`src/rtl/char_layout.sv`:
```
// char_layout: text-layout stage in front of the Char glyph ROM.
//
// Maps the scan position onto fixed on-screen fields:
//   HR row   : "HR" label (48 px), three HR digits (16 px each)
//   SPO2 row : "SPO2" label (80 px), three SpO2 digits, "%" sign
// Each frame it latches HR/SpO2 and converts them to BCD with a sequential
// double-dabble engine. Display digits are swapped in all at once, so a
// half-converted number is never shown.
//
// Ports:
//   Clk, Rst        pixel clock, synchronous active-high reset
//   Disp_x, Disp_y  current scan column / row (11 bit)
//   Frame_start     one-cycle pulse at start of vertical blank
//   HR_val          heart rate 0..255
//   SPO2_val        SpO2 in %, values above 100 shown as 100
//   Char_n          glyph index to ROM (0-9, 10 '%', 11 HR, 12 SPO2, 127 blank)
//   Char_x, Char_y  1-based column / 0-based row inside the glyph
//   Char_p          combinational pixel bit returned by the ROM
//   Pix_on          registered text pixel (2 clocks after Disp_x/Disp_y)
//   Busy            high while a conversion is in progress
module char_layout #(
    parameter int unsigned HR_X0 = 100,
    parameter int unsigned HR_Y0 = 40,
    parameter int unsigned SP_X0 = 100,
    parameter int unsigned SP_Y0 = 100
) (
    input  logic        Clk,
    input  logic        Rst,
    input  logic [10:0] Disp_x,
    input  logic [10:0] Disp_y,
    input  logic        Frame_start,
    input  logic [7:0]  HR_val,
    input  logic [6:0]  SPO2_val,
    output logic [6:0]  Char_n,
    output logic [10:0] Char_x,
    output logic [10:0] Char_y,
    input  logic        Char_p,
    output logic        Pix_on,
    output logic        Busy
);

    localparam int unsigned CW  = 11;   // coordinate width
    localparam int unsigned NW  = 7;    // glyph index width
    localparam int unsigned BW  = 8;    // binary shift register width
    localparam int unsigned DW  = 12;   // three BCD nibbles
    localparam int unsigned CNW = 3;    // shift counter width

    localparam logic [NW-1:0] N_PCT   = NW'(10);
    localparam logic [NW-1:0] N_HR    = NW'(11);
    localparam logic [NW-1:0] N_SPO2  = NW'(12);
    localparam logic [NW-1:0] N_BLANK = NW'(127);

    localparam logic [BW-1:0]  SP_MAX   = BW'(100);
    localparam logic [CNW-1:0] CNT_LAST = CNW'(7);

    // Field boundaries, all inclusive, 11-bit unsigned
    localparam logic [CW-1:0] HR_ROW_Y0 = CW'(HR_Y0);
    localparam logic [CW-1:0] HR_ROW_Y1 = CW'(HR_Y0 + 31);
    localparam logic [CW-1:0] HR_LBL_X0 = CW'(HR_X0);
    localparam logic [CW-1:0] HR_LBL_X1 = CW'(HR_X0 + 47);
    localparam logic [CW-1:0] HR_DIG_X0 = CW'(HR_X0 + 48);
    localparam logic [CW-1:0] SP_ROW_Y0 = CW'(SP_Y0);
    localparam logic [CW-1:0] SP_ROW_Y1 = CW'(SP_Y0 + 31);
    localparam logic [CW-1:0] SP_LBL_X0 = CW'(SP_X0);
    localparam logic [CW-1:0] SP_LBL_X1 = CW'(SP_X0 + 79);
    localparam logic [CW-1:0] SP_DIG_X0 = CW'(SP_X0 + 80);
    localparam logic [CW-1:0] SP_PCT_X0 = CW'(SP_X0 + 128);
    localparam logic [CW-1:0] SP_PCT_X1 = CW'(SP_X0 + 143);
    localparam logic [CW-1:0] DIG_PITCH = CW'(16);
    localparam logic [CW-1:0] DIG_LAST  = CW'(15);

    typedef enum logic [2:0] {
        S_IDLE,
        S_LOAD,
        S_CONV_HR,
        S_CONV_SP,
        S_COMMIT
    } state_t;

    // Index 0 = hundreds, 1 = tens, 2 = ones
    typedef logic [2:0][NW-1:0] glyph3_t;

    state_t          r_state;
    state_t          w_state_next;
    logic [CNW-1:0]  r_cnt;
    logic [BW-1:0]   r_hr_sr;
    logic [BW-1:0]   r_sp_sr;
    logic [DW-1:0]   r_bcd;
    logic [DW-1:0]   r_hr_shadow;
    logic [DW-1:0]   r_sp_shadow;
    logic [DW-1:0]   r_disp_hr;
    logic [DW-1:0]   r_disp_sp;
    logic            r_hit;

    logic [BW-1:0]   w_sp_clamped;
    logic            w_bin_msb;
    logic [DW-1:0]   w_bcd_adj;
    logic [DW-1:0]   w_bcd_shift;
    logic            w_cnt_last;
    glyph3_t         w_hr_glyph;
    glyph3_t         w_sp_glyph;
    logic            w_hr_row;
    logic            w_sp_row;
    logic [NW-1:0]   w_n;
    logic [CW-1:0]   w_x;
    logic [CW-1:0]   w_y;
    logic            w_hit;

    // BCD digits to glyph indices with leading-zero blanking
    function automatic glyph3_t f_glyphs(input logic [DW-1:0] bcd);
        glyph3_t g;
        logic [3:0] h;
        logic [3:0] t;
        logic [3:0] o;
        h = bcd[11:8];
        t = bcd[7:4];
        o = bcd[3:0];
        g[0] = (h == 4'd0) ? N_BLANK : {3'b000, h};
        g[1] = ((h == 4'd0) && (t == 4'd0)) ? N_BLANK : {3'b000, t};
        g[2] = {3'b000, o};
        return g;
    endfunction

    // State register; Busy tracks the state being entered so it equals state != IDLE
    always_ff @(posedge Clk) begin
        if (Rst) begin
            r_state <= S_IDLE;
            Busy    <= 1'b0;
        end else begin
            r_state <= w_state_next;
            Busy    <= (w_state_next != S_IDLE);
        end
    end

    // Next-state logic
    always_comb begin
        w_state_next = r_state;
        case (r_state)
            S_IDLE:    if (Frame_start) w_state_next = S_LOAD;
            S_LOAD:    w_state_next = S_CONV_HR;
            S_CONV_HR: if (w_cnt_last) w_state_next = S_CONV_SP;
            S_CONV_SP: if (w_cnt_last) w_state_next = S_COMMIT;
            S_COMMIT:  w_state_next = S_IDLE;
            default:   w_state_next = S_IDLE;
        endcase
    end

    assign w_cnt_last   = (r_cnt == CNT_LAST);
    assign w_sp_clamped = ({1'b0, SPO2_val} > SP_MAX) ? SP_MAX : {1'b0, SPO2_val};
    assign w_bin_msb    = (r_state == S_CONV_SP) ? r_sp_sr[BW-1] : r_hr_sr[BW-1];

    // Double-dabble step: add 3 to every nibble >= 5, then shift in the next binary bit
    always_comb begin
        w_bcd_adj = r_bcd;
        for (int i = 0; i < 3; i++) begin
            if (r_bcd[4*i +: 4] >= 4'd5) begin
                w_bcd_adj[4*i +: 4] = r_bcd[4*i +: 4] + 4'd3;
            end
        end
    end

    assign w_bcd_shift = {w_bcd_adj[DW-2:0], w_bin_msb};

    // Conversion datapath and digit registers
    always_ff @(posedge Clk) begin
        if (Rst) begin
            r_cnt       <= '0;
            r_hr_sr     <= '0;
            r_sp_sr     <= '0;
            r_bcd       <= '0;
            r_hr_shadow <= '0;
            r_sp_shadow <= '0;
            r_disp_hr   <= '0;
            r_disp_sp   <= '0;
        end else begin
            case (r_state)
                S_LOAD: begin
                    r_hr_sr <= HR_val;
                    r_sp_sr <= w_sp_clamped;
                    r_bcd   <= '0;
                    r_cnt   <= '0;
                end
                S_CONV_HR: begin
                    r_hr_sr <= {r_hr_sr[BW-2:0], 1'b0};
                    r_cnt   <= r_cnt + CNW'(1);
                    if (w_cnt_last) begin
                        r_hr_shadow <= w_bcd_shift;
                        r_bcd       <= '0;
                    end else begin
                        r_bcd <= w_bcd_shift;
                    end
                end
                S_CONV_SP: begin
                    r_sp_sr <= {r_sp_sr[BW-2:0], 1'b0};
                    r_cnt   <= r_cnt + CNW'(1);
                    if (w_cnt_last) begin
                        r_sp_shadow <= w_bcd_shift;
                        r_bcd       <= '0;
                    end else begin
                        r_bcd <= w_bcd_shift;
                    end
                end
                S_COMMIT: begin
                    r_disp_hr <= r_hr_shadow;
                    r_disp_sp <= r_sp_shadow;
                end
                default: begin
                    r_cnt <= r_cnt;
                end
            endcase
        end
    end

    assign w_hr_glyph = f_glyphs(r_disp_hr);
    assign w_sp_glyph = f_glyphs(r_disp_sp);
    assign w_hr_row   = (Disp_y >= HR_ROW_Y0) && (Disp_y <= HR_ROW_Y1);
    assign w_sp_row   = (Disp_y >= SP_ROW_Y0) && (Disp_y <= SP_ROW_Y1);

    // Field decode; HR fields are checked first so they win any overlap
    always_comb begin : field_decode
        logic [CW-1:0] v_lo;
        v_lo  = '0;
        w_n   = N_BLANK;
        w_x   = '0;
        w_y   = '0;
        w_hit = 1'b0;
        if (w_hr_row) begin
            if ((Disp_x >= HR_LBL_X0) && (Disp_x <= HR_LBL_X1)) begin
                w_hit = 1'b1;
                w_n   = N_HR;
                w_x   = Disp_x - HR_LBL_X0 + CW'(1);
                w_y   = Disp_y - HR_ROW_Y0;
            end
            for (int i = 0; i < 3; i++) begin
                v_lo = HR_DIG_X0 + CW'(i) * DIG_PITCH;
                if (!w_hit && (Disp_x >= v_lo) && (Disp_x <= v_lo + DIG_LAST)) begin
                    w_hit = 1'b1;
                    w_n   = w_hr_glyph[2'(i)];
                    w_x   = Disp_x - v_lo + CW'(1);
                    w_y   = Disp_y - HR_ROW_Y0;
                end
            end
        end
        if (!w_hit && w_sp_row) begin
            if ((Disp_x >= SP_LBL_X0) && (Disp_x <= SP_LBL_X1)) begin
                w_hit = 1'b1;
                w_n   = N_SPO2;
                w_x   = Disp_x - SP_LBL_X0 + CW'(1);
                w_y   = Disp_y - SP_ROW_Y0;
            end
            for (int i = 0; i < 3; i++) begin
                v_lo = SP_DIG_X0 + CW'(i) * DIG_PITCH;
                if (!w_hit && (Disp_x >= v_lo) && (Disp_x <= v_lo + DIG_LAST)) begin
                    w_hit = 1'b1;
                    w_n   = w_sp_glyph[2'(i)];
                    w_x   = Disp_x - v_lo + CW'(1);
                    w_y   = Disp_y - SP_ROW_Y0;
                end
            end
            if (!w_hit && (Disp_x >= SP_PCT_X0) && (Disp_x <= SP_PCT_X1)) begin
                w_hit = 1'b1;
                w_n   = N_PCT;
                w_x   = Disp_x - SP_PCT_X0 + CW'(1);
                w_y   = Disp_y - SP_ROW_Y0;
            end
        end
    end

    // Two-stage pixel pipeline: glyph address, then gated ROM bit
    always_ff @(posedge Clk) begin
        if (Rst) begin
            Char_n <= N_BLANK;
            Char_x <= '0;
            Char_y <= '0;
            r_hit  <= 1'b0;
            Pix_on <= 1'b0;
        end else begin
            Char_n <= w_n;
            Char_x <= w_x;
            Char_y <= w_y;
            r_hit  <= w_hit;
            Pix_on <= Char_p & r_hit;
        end
    end

endmodule

```
`config.mk`:
```
export PLATFORM = sky130hd
export DESIGN_NAME = char_layout
export DESIGN_NICKNAME = d
export VERILOG_FILES = /design/src/rtl/char_layout.sv
export SDC_FILE = /design/constraint.sdc
export NUM_CORES = 1
export LEC_CHECK = 0
export CORE_ASPECT_RATIO = 2
export CORE_MARGIN = 4
export CORE_UTILIZATION = 54
export DETAILED_ROUTE_END_ITERATION = 12
export PLACE_DENSITY_LB_ADDON = 0.08
export SLEW_MARGIN = 10
export SYNTH_ARGS = -nofsm -noshare
export SYNTH_HDL_FRONTEND = slang
export SYNTH_SLANG_ARGS = --single-unit
```
`constraint.sdc`:
```
create_clock -name Clk -period 2.7 [get_ports Clk]
set_clock_uncertainty 0.15 [all_clocks]
set_input_delay 0.27 -clock Clk [delete_from_list [all_inputs] [get_ports Clk]]
set_output_delay 0.27 -clock Clk [all_outputs]
set_load 0.01 [all_outputs]
```
After elaboration in Yosys (flattened, before gate mapping)
Index checks and enable logic that the tools add are counted.
{ "totals": {"reg_bits": 114, "input_bits": 41, "elab_cells": 173} }
{ "op_classes": {"n_addsub": 20, "order_cmp": 22, "eq_ne": 5, "muxes": 69, "n_bitwise": 1, "n_reduce_logical": 41} }
{ "ops": {"columns": ["operator", "count"], "rows": [
  ["$mux 11", 22],
  ["$mux 7", 16],
  ["$le 11x8->1 const B", 8],
  ["$add 11x1->11 const B", 7],
  ["$ge 11x8->1 const B", 6],
  ["$sub 11x8->11 const B", 6],
  ["$pmux 8 s2", 2],
  ["$pmux 12 s2", 1],
  ["$ge 11x7->1 const B", 2],
  ["$sub 11x7->11 const B", 2],
  ["$logic_and 1x1->1", 21],
  ["$mux 1", 19],
  ["$logic_not 4->1", 4],
  ["$ge 4x3->1 const B", 3],
  ["$mux 12", 1],
  ["$mux 3", 4],
  ["$pmux 3 s4", 1],
  ["$ge 11x6->1 const B", 1],
  ["$le 11x7->1 const B", 1],
  ["$sub 11x6->11 const B", 1],
  ["$add 4x2->4 const B", 2],
  ["$logic_not 1->1", 8],
  ["$mux 4", 2],
  ["$gt 7x7->1 const B", 1],
  ["12 further kinds", 17]
]} }

Longest topological paths before layout
{ "depth": {"depth_word": 42, "mapped_depth": 9} }

Worst setup path after synthesis
OpenSTA, ideal clock, no wires.
{ "synth_path": {"kind": "input -> register", "startpoint": "input port Disp_y[3]", "endpoint": "register Char_n[3]", "arrival_time_ps": 2071, "required_time_ps": 2428, "path_slack_ps": 357, "stages": 8, "n_path_buf": 0, "cell_sequence": "inv_1 -> ha_1 -> a21boi_2 -> a2111oi_4 -> nor3_4 -> or3_4 -> o32a_1 -> a2bb2oi_1"} }
{ "synth_via": {"elab_chain_len": 25, "word_cells_on_any_way": 36, "cone_classes": "order compare: 4; mux: 16; reduce/logical: 16"} }
{ "synth_lines": {"columns": ["item", "line_no", "rtl"], "rows": [
  ["from (decl)", "30", "input logic [10:0] Disp_y,"],
  ["$ge 11x6->1 or $le 11x7->1 (tied branches)", "216", "assign w_hr_row = (Disp_y >= HR_ROW_Y0) && (Disp_y <= HR_ROW_Y1);"],
  ["$logic_and 1x1->1", "216", null],
  ["$mux 1", "227", "if (w_hr_row) begin"],
  ["$mux 1", "245", "if ((Disp_x >= SP_LBL_X0) && (Disp_x <= SP_LBL_X1)) begin"],
  ["$mux 1", "244", "if (!w_hit && w_sp_row) begin"],
  ["$logic_not 1->1", "253", "if (!w_hit && (Disp_x >= v_lo) && (Disp_x <= v_lo + DIG_LAST)) begin"],
  ["$logic_and 1x1->1 (2 in a row)", "253", null],
  ["$mux 1", "253", null],
  ["[... 6 more ...]", null, null],
  ["$logic_not 1->1", "253", null],
  ["$logic_and 1x1->1 (2 in a row)", "253", null],
  ["$mux 1", "253", null],
  ["$mux 1", "244", null],
  ["$logic_not 1->1", "260", "if (!w_hit && (Disp_x >= SP_PCT_X0) && (Disp_x <= SP_PCT_X1)) begin"],
  ["$logic_and 1x1->1 (2 in a row)", "260", null],
  ["$mux 7", "260", null],
  ["$mux 7 *", "244", null],
  ["to (signal assigned)", "278", "Char_n <= w_n;"],
  ["to (decl)", "34", "output logic [6:0] Char_n,"]
]} }
Every way passes the cells marked *; elsewhere a longest branch is shown, timed or not. The select of a mux whose other input is x is not followed.
A chain may end at the register's enable or synchronous reset.

Final worst setup path
Ends and elaborated chain as after synthesis.

==> results.cfg <==
[worst_setup_path]
cp_slowest_cell = clkdlybuf4s50_1
crit_fanout = 5
arrival_ns = 2.64
crit_required_ns = 2.77
r2r_cells = 5
rrSetupSlack_ns = 0.44
criticalPathCategory = in -> reg
reg2reg_to = Char_n[2]
cp_top_family = compound AO/OA/AOI/OAI gates
startpoint_type = input port
timing.rr.start = r_disp_hr[8]
crit_start = Disp_y[3]
cpPeakStageDelay_ns = 0.48
cp-end-kind = register
path_buf_inv = 2
path_cells = clkdlybuf4s50_1 > inv_1 > ha_1 > and4b_1 > a2111oi_4 > nor3_4 > or3_4 > o32a_1 > a2bb2oi_1

[synth]
seq_area_frac_synth_pct = 42.3
synth_commonest_cells = dfxtp_1, nand2_1, nor2_1
synth_edf_count = 0
yosysWarnings = 0
synth.distinct_cells = 66
ys_top_cells_by_area = dfxtp_1, nand2_1, a21oi_1
yosysTopAreaCellShare_pct = 42.3
synthArstFlopShare_pct = 0
ys_ff_latch = 96
synth_most_common_cell = dfxtp_1
synth.largest_area_cell = dfxtp_1
synth_area_mm2 = 0.00455
ys.flop_type = dfxtp_1
avgSynthCellArea_um2 = 8.39
synth_cells = 542

[clock_tree]
cts_tree = built
cts.reportedPaths.clkPinSlew_ns = 0.07
numClockSinks = 96
cts_resized = 0
clock_tree.buffer_depth = 2
clk_latency_ns = 0.34
cts_hold_buf = 0
htreeDepth = 3
numCtsBuffers = 9
post_cts_buffers = 0
root_buffer = clkbuf_16

[finish]
fill_cells = 697
postLayoutCoreUtil_pct = 71.7
diodes = 0
fin_area_mm2 = 0.00590
syn_to_final_growth_pct = 29.9
multi_input_area_mm2 = 0.00245
layout-drive-gt1-share_pct = 11.7
regArea_mm2 = 0.00192
finalNetCount = 699

[routing]
vias = 4248
top_layer = met4
wl_met1_um = 4100
via_per_inst = 5.70
first_iter_violations = 209
wl_met2_um = 6690
drt-pass1-iter-count = 4
wl_per_cell_um = 15.8
wl_um = 11800
wl_met3_um = 370
drt_drc_violations_left = 0
ant_nets = 0

[place]
pre_cts_ws_ns = -0.204
gp_congestion = 0.911
hpwl_um = 9250
port_buffers = 71
placed_area_mm2 = 0.00559

[power]
power_mw = 3.10
power_density_mw_per_mm2 = 525
ir_drop_mv = 0.443
leakagePower_nw = 2.22

[floorplanning]
coreArea_mm2 = 0.00823
pin_count = 72
rows = 47
dieHeight_um = 138
start_util_pct = 55.2
die_area_mm2 = 0.0100
chipWidth_um = 72.9

[sta]
rsz0062_at_grt = false
worstMarginPinSlew_ns = 0.725
drv_slew = 0
fin_crit_ns = 2.56
fmax_mhz = 390
setup_slack_ns = 0.137
maxSlewHeadroom_pct = 51.6
setup_tns_ns = 0
final-setup-viol-count = 0
finalHoldViolations = 0
fin_crit_sh_pct = 94.9

[global_route]
antenna_found_initial = 0
grt_pass1_wl_um = 18800
grt_start_max_net_pins = 73
grt_pass1_vias = 4219
grtUsageTotal_pct = 24.0
gr-total-overflow = 0

[run_status]
status = completed

[run]
maxCapViolations = 0

[hold_path]
holdPathEnd = Char_x[4]
hold_path.startpoint = Rst
hold_path.class = in -> reg
whs_path_depth = 2
-- placed cells by master, fill, tap and decap left out, types with 6 or more instances in the layout --
cell             count
ha_1                16
a21oi_1             52
a311oi_1             8
clkbuf_16            9
dfxtp_1             96
o22ai_1              6
nand3_1             14
nand2b_1            12
nor3b_1              6
o21ai_0             20
a211oi_1            11
a22oi_1             18
nor2b_1              8
nor3_1              12
clkdlybuf4s50_1     70
nand2_1             76
nor2_1              53
buf_4               45
inv_1               15
-- power breakdown --
group | internal (mW) | leakage [nW] | switching, mW
combinational | 0.155 | 1.29 | 0.175
clock | 0.758 | 0.156 | 0.554
sequential | 1.44 | 0.777 | 0.0142
total | 2.35 | 2.22 | 0.743
-- worst max-delay path by stage --
stage,endpoint,slack [ns],depth (start not counted)
2_1_floorplan,Char_n[3],0.36,8
5_1_grt,Char_y[3],0.002,12
3_5_place_dp,Char_n[3],-0.20,9
4_1_cts,Char_n[3],0.14,9
3_3_place_gp,Char_n[3],-0.16,9
6_report,Char_n[3],0.14,9
-- worst reg2reg max path, delay by kind of cell (launching register included) --
family	cells	cell delay (ns)
AOI/OAI and AO/OA	1	0.17
and+or+nand+nor	4	1.54
DFF	1	0.32
-- cells by family after synthesis --
logic type                 synth area share (%)
AOI/OAI and AO/OA                          22.5
and+or+nand+nor                            23.8
adders and majority gates                  4.40
buffers and inverters                      4.13
other                                    0.0825
DFF                                        42.3
xor gates and xnor gates                   1.73
muxes                                      1.10
-- area by class of cell --
type / instances / share of cell area (%)
multi-input combinational: 404 / 41.5
tap: 98 / 2.08
clock inverter: 6 / 1.23
sequential: 96 / 32.5
clock buffer: 10 / 4.05
inverter: 15 / 0.954
timing repair buffer: 116 / 17.7
-- stage by stage --
step | instances | hold WS (ns)
finish | 745 | 0.146
global route | 745 | 0.158
CTS | 745 | 0.140
detailed placement | 729 | 0.289
global placement | 729 | 0.279
floorplan | 545 | 0.189
-- registers in the layout, summed over array words and instances (netlist names) --
name and cells:
Char_y 11, Char_n 5, r_hr_shadow 8, r_disp_sp 8
Pix_on 1, r_hr_sr 8, Busy 1, r_cnt 3
r_disp_hr 8, r_state 3, r_bcd 12, r_hit 1
r_sp_sr 8, Char_x 11, r_sp_shadow 8
-- routing by layer --
layer	vias to the layer above	track usage, %
li1	2135	-
met1	1981	21.6
met2	96	47.4
met3	36	4.02
met4	0	14.2
met5	-	0
No activity file was read; power rests on OpenSTA's default activity.
